**src/rtl/input_debouncer_pkg.sv**
```systemverilog
// Shared helpers for the input debouncer: counter sizing used by every bit filter.
package input_debouncer_pkg;

    // Width needed to hold values 0..stable_count without wrapping.
    function automatic int unsigned cnt_width(input int unsigned stable_count);
        return (stable_count < 1) ? 1 : $clog2(stable_count + 1);
    endfunction

endpackage

```
**src/rtl/debounce_bit.sv**
```systemverilog
// Single-bit debounce filter: the level follows the input only after stable_count
// consecutive enabled samples disagree with it, with registered edge pulses.
module debounce_bit
    import input_debouncer_pkg::*;
#(
    parameter int stable_count = 50000
) (
    input  logic clk,
    input  logic reset,
    input  logic reset_level,
    input  logic sample_en,
    input  logic in,
    output logic out,
    output logic rise,
    output logic fall,
    output logic fire
);

    localparam int unsigned   CW   = cnt_width(stable_count);
    localparam logic [CW-1:0] TERM = CW'(stable_count - 1);

    logic [CW-1:0] cnt;
    logic          level;

    // Next-state pulse term, exported so the top can register an aligned OR.
    assign fire = sample_en && (in != level) && (cnt == TERM);
    assign out  = level;

    // NOTE: sequential state uses non-blocking assignments so every flop samples
    // pre-edge values regardless of statement order.
    always_ff @(posedge clk) begin
        if (reset) begin
            level <= reset_level;
            cnt   <= '0;
            rise  <= 1'b0;
            fall  <= 1'b0;
        end else begin
            rise <= 1'b0;
            fall <= 1'b0;
            if (sample_en) begin
                if (in == level) begin
                    cnt <= '0;
                end else if (fire) begin
                    level <= in;
                    cnt   <= '0;
                    rise  <= in;
                    fall  <= ~in;
                end else begin
                    cnt <= cnt + CW'(1);
                end
            end
        end
    end

endmodule

```
**src/rtl/input_debouncer.sv**
```systemverilog
// Multi-bit input debouncer: one independent filter per bit plus a registered
// summary pulse that coincides with any rise or fall.
module input_debouncer #(
    parameter int width        = 1,
    parameter int stable_count = 50000
) (
    input  logic             clk,
    input  logic             reset,
    input  logic             reset_level,
    input  logic             sample_en,
    input  logic [width-1:0] in,
    output logic [width-1:0] out,
    output logic [width-1:0] rise,
    output logic [width-1:0] fall,
    output logic             changed
);

    logic [width-1:0] fire;

    for (genvar g = 0; g < width; g++) begin : g_bit
        debounce_bit #(
            .stable_count(stable_count)
        ) u_bit (
            .clk        (clk),
            .reset      (reset),
            .reset_level(reset_level),
            .sample_en  (sample_en),
            .in         (in[g]),
            .out        (out[g]),
            .rise       (rise[g]),
            .fall       (fall[g]),
            .fire       (fire[g])
        );
    end

    // Registered from the same next-state terms, so it lands on the pulse cycle.
    always_ff @(posedge clk) begin
        if (reset) begin
            changed <= 1'b0;
        end else begin
            changed <= |fire;
        end
    end

endmodule

```
**config.mk**
```make
export PLATFORM = sky130hd
export DESIGN_NAME = input_debouncer
export DESIGN_NICKNAME = d
export VERILOG_FILES = /design/src/rtl/input_debouncer_pkg.sv /design/src/rtl/debounce_bit.sv /design/src/rtl/input_debouncer.sv
export SDC_FILE = /design/constraint.sdc
export NUM_CORES = 1
export LEC_CHECK = 0
export ABC_CLOCK_PERIOD_IN_PS = 3350
export BUFFER_PORTS_ARGS = -buffer_cell sky130_fd_sc_hd__buf_4
export CORE_MARGIN = 3
export CORE_UTILIZATION = 55
export CTS_CLUSTER_SIZE = 40
export DETAILED_ROUTE_END_ITERATION = 6
export PLACE_DENSITY = 0.74
export REMOVE_ABC_BUFFERS = 1
export SYNTH_ARGS = -nofsm -noshare
export SYNTH_HDL_FRONTEND = slang
export SYNTH_SLANG_ARGS = --single-unit
```
**constraint.sdc**
```tcl
create_clock -name clk -period 3.35 [get_ports clk]
set_input_delay 0.5025 -clock clk [delete_from_list [all_inputs] [get_ports clk]]
set_output_delay 0.5025 -clock clk [all_outputs]
set_load 0.005 [all_outputs]
```
Word-level counts from Yosys, hierarchy flattened:

Cells that the tools add are included.

* output and inout port bits: 4
* input port bits: 5
* flip-flop bits (word level): 20

* add/subtract/negate cells: 1
* bitwise operators: 3
* equal/unequal tests: 4
* mux-type cells: 6
* reductions and logical operators: 6

Operator list (count)
* $mux W16: 2
* $add A16 B1 Y16 const B: 1
* $eq A16 B16 Y1 const B: 1
* $mux W1: 4
* $reduce_bool A2 Y1: 2
* $reduce_or A4 Y1: 1
* $not A1 Y1: 3
* $reduce_and A3 Y1: 1
* $logic_and A1 B1 Y1: 2
* $ne A2 B2 Y1 const B: 1
* $eq A1 B1 Y1: 1
* $ne A1 B1 Y1: 1

Longest topological paths before layout:

* word-level depth: 7
* depth in mapped cells: 6
* depth with buffers taken out: 5

Hierarchy:

A second synthesis with hierarchy kept.

* cell total of the unflattened synthesis: 125
* area total of the unflattened synthesis: 1089.8 um2

By module, submodules not included
* debounce_bit: cells an instance 123, area an instance 1056.0 um2, times used 1, seq. area each 390.4 um2
* input_debouncer: cells an instance 2, area an instance 33.8 um2, times used 1, seq. area each 20.0 um2

Least setup slack after synthesis:

Ideal clock, no wire load.

* path kind: input to register
* start point: input port reset
* end point: register g_bit[0].u_bit.cnt[8]
* data arrival time: 1681 ps
* setup slack: 1594 ps
* data required time: 3276 ps
* stages: 5
* buffers on the path: 2
* library setup time: 74 ps
* cells stage by stage: clkbuf_1 or3b_4 buf_6 or3_1 a31oi_1

RTL lines
* start, declared: RTL line input_debouncer.sv:8 `input logic reset,`
* end signal, assigned: RTL line debounce_bit.sv:49 `cnt <= cnt + CW'(1);`
* end, declared: RTL line debounce_bit.sv:22 `logic [CW-1:0] cnt;`

Worst setup path in the final report:

* start point: register g_bit[0].u_bit.cnt[0]
* end point: register g_bit[0].u_bit.cnt[5]

* cells in the longest elaborated chain, start to end: 4
* elaborated cells on any way between the ends: 5
* classes of those cells: add/sub: 1; eq/ne: 1; mux: 2; reduce/logical: 1

RTL lines
* parallel branches: the longest is 2 deep, another holds $add A16 B1 Y16
* $mux W16 *: RTL line debounce_bit.sv:43 `end else if (fire) begin`
* $mux W16 *: RTL line debounce_bit.sv:41 `if (in == level) begin`

Every way passes the cells marked *.
A chain may end at the register's enable or synchronous reset.

==> metrics.md <==
| Metric | Value |
|---|---|
| Status | complete, no violations |
| Synth top area share | 0.3560 |
| Pre-antenna DRT Iters | 4 |
| Switching fraction of total power | 0.2266 |
| Pwr Total | 0.4192 mW |
| Hold Startpoint | in |
| Slew headroom | 0.6001 |
| Sink Count | 20 |
| Psw | 0.09501 mW |
| Via count | 977 |
| Worst EP required | 3540 ps |
| Setup CP Type | reg -> reg |
| Antenna diodes | 0 |
| Chip Height | 50.08 um |
| EDFF count, synth | 1 |
| Startpoint Class | flip-flop |
| Max Fclk | 517.4 MHz |
| Worst Clk Skew | 4.112 ps |
| Hold_buf cts | 0 |
| Internal power | 0.3242 mW |
| Die Width | 50.08 um |
| WP buf/inv | 0 |
| Yosys top cell by area | dfxtp_1 |
| Synth Instances | 122 |
| Total setup buffers inserted after CTS | 0 |
| Mapped Avg Cell Area | 8.758 um^2 |
| Nets | 134 |
| Cell with the most instances after synthesis | dfxtp_1 |
| Setup TNS | 0 ps |
| Worst setup EP type | flip-flop |
| Post-Syn Area | 1069 um^2 |
| Dpl hpwl | 1591 um |
| Hold path depth | 2 |
| Count of final setup violators | 0 |
| GPL Wtd Cong | 0.9256 |
| Share of layout cells above drive strength 1 | 0.1496 |
| Worst Hold End | g_bit[0].u_bit.fall |
| Reg power frac | 0.585 |
| Starting DRT DRC Count | 17 |
| Worst-Margin Slew | 598.1 ps |
| Final Hold Violating Endpoints | 0 |
| Commonest cells post-synth | 19 x dfxtp_1, 10 x a31oi_1, 8 x nand3_1 |
| P&R area growth vs syn | 8.665% |
| DRT antenna net count | 0 |
| Lkg Pwr | 0.4034 nW |
| Setup slack, reg-to-reg | 1420 ps |
| Hold Path Class | in -> reg |
| Overflow after GRT | 0 |
| H-tree Lvls | 1 |
| Max Slew Vio Count | 0 |
| Syn. warnings | 0 |
| Reg-to-Reg End | g_bit[0].u_bit.cnt[5] |
| DP Cell Count | 148 |
| DRC viols | 0 |
| MaxCap Viol Count | 0 |
| Starting density of the core | 0.5993 |
| Vias in the first global route | 883 |
| R2r worst-path depth | 5 |
| Crit path largest cell delay | 500 ps |
| Antenna violations before repair | 0 |
| Core area | 1783 um^2 |
| Clk pwr share | 0.333 |
| Vias per inst | 6.428 |
| Std-Cell Rows | 15 |
| Crit share post-route | 0.5769 |
| Final Non-Filler Cells | 152 |
| Maximum net fanout on the critical path | 15 |
| IO Pins | 9 |
| Synth area leaders | dfxtp_1 36%, a31oi_1 5.9%, nand3_1 3.7% |
| Maximum vdd drop | 0.2853 mV |
| Root Buffer | clkbuf_4 |
| Worst hold margin | 404.1 ps |
| Avg WL per Cell | 14.95 um |
| Post-cts sizing count | 0 |
| Worst path depth | 5 |
| Largest net degree at the start of global routing | 16 |
| Unrepaired setup endpoints after global routing | no |
| Slowest library cell on the worst path | nand4_1 |
| Die area | 2508 um^2 |
| Clock-pin slew on the worst setup and hold paths | 110 ps |
| First-pass GRT wire length | 4036 um |
| Tmin final | 1933 ps |
| Bufs on Longest Clock Path | 2 |
| CTS tree | yes |
| Port Buf Inserts | 8 |
| FF-to-FF Start | g_bit[0].u_bit.cnt[0] |
| Synth Flop Type | dfxtp_1 |
| CTS buffer count | 3 |
| Insertion delay to the later sink of the worst-skew pair | 300 ps |
| Total global-route track usage | 0.2124 |
| Share of power burned in combinational logic | 0.082 |
| Async SR Flop Fraction | 0 |
| Distinct cells, synth | 41 |
| Sequential share of the synthesized area | 0.3841 |
| Synth Register Bits | 20 |
| Worst EP arrival | 2120 ps |
| Total Wirelength | 2272 um |
| Worst path cell trace | ha_1 -> and3_1 -> nand4_1 -> a41oi_1 -> a31oi_1 |
| CP top delay family | simple AND/OR/NAND/NOR gates |
| Power Density | 361.1 nW/um^2 |
kinds of logic after synthesis:
logic type	Yosys count	synth area share
fa+ha+maj	1	0.01171
compound gates	26	0.1628
simple gates	58	0.3431
flops	20	0.3841
xor+xnor	3	0.02459
mux	2	0.01991
buf+inv	12	0.05386
state kept, by name, summed over array words and instances, names as in the netlist:
signal            count
changed               1
g_bit.u_bit.rise      1
g_bit.u_bit.fall      1
g_bit.u_bit.out       1
g_bit.u_bit.cnt      16
layout by cell type (no fill, tap or decap), types with 3 or more instances in the layout:
cell and instances:
dfxtp_1 19, a31oi_1 10, buf_4 9, nand3_1 8, nor2_1 7, nand2_1 7
nand4_1 6, or4_1 5, o21ai_0 5, inv_1 4, or3_1 3, a22o_1 3
nor4_1 3, nor3_1 3, clkbuf_4 3
stage by stage:
stage,instance area (um^2),utilization,worst slack [ps]
finish,1161,0.6512,1417
global route,1161,0.6512,1133
CTS,1161,0.6512,1418
detailed placement,1125,0.6309,1411
global placement,1125,0.6309,1422
floorplan,1026,-,1500
power by group through the flow:
stage | Clock, mW | Combinational, mW | Sequential [mW]
global placement | 0 | 0.0340 | 0.250
global route | 0.157 | 0.0384 | 0.246
detailed placement | 0 | 0.0344 | 0.250
floorplan | 0 | 0.0208 | 0.250
CTS | 0.147 | 0.0346 | 0.245
finish | 0.140 | 0.0345 | 0.245
worst register-to-register path, cell delays in order, from the launching register on:
cell and delay (ps):
dfxtp_1 420, ha_1 220, and3_1 250, nand4_1 500, a41oi_1 380, a31oi_1 50
how the worst max path moves through the flow:
stage                               start                      to  slack [ps]
floorplan                              in   g_bit[0].u_bit.cnt[5]        1500
global placement                       in  g_bit[0].u_bit.cnt[12]        1420
detailed placement                     in  g_bit[0].u_bit.cnt[12]        1410
CTS                 g_bit[0].u_bit.cnt[0]   g_bit[0].u_bit.cnt[5]        1420
global route        g_bit[0].u_bit.cnt[8]   g_bit[0].u_bit.cnt[5]        1130
finish              g_bit[0].u_bit.cnt[0]   g_bit[0].u_bit.cnt[5]        1420
per-layer routing:
metal	share of wire	GRT usage	vias up	routed length [um]
li1	-	-	485	-
met1	0.44	0.2588	454	994
met2	0.49	0.3435	36	1117
met3	0.062	0.07251	2	141
met4	0.0084	0.07373	0	19
met5	0	0	-	0
area by class of cell:
type,instances,area (um^2)
Multi-Input combinational cell,90,600.6
Clock buffer,4,36.28
Tap cell,25,31.28
Sequential cell,20,410.4
Timing Repair Buffer,9,67.56
Inverter,4,15.01
Fill cell,167,621.8
Note: power is estimated with default switching activity, not from simulation.
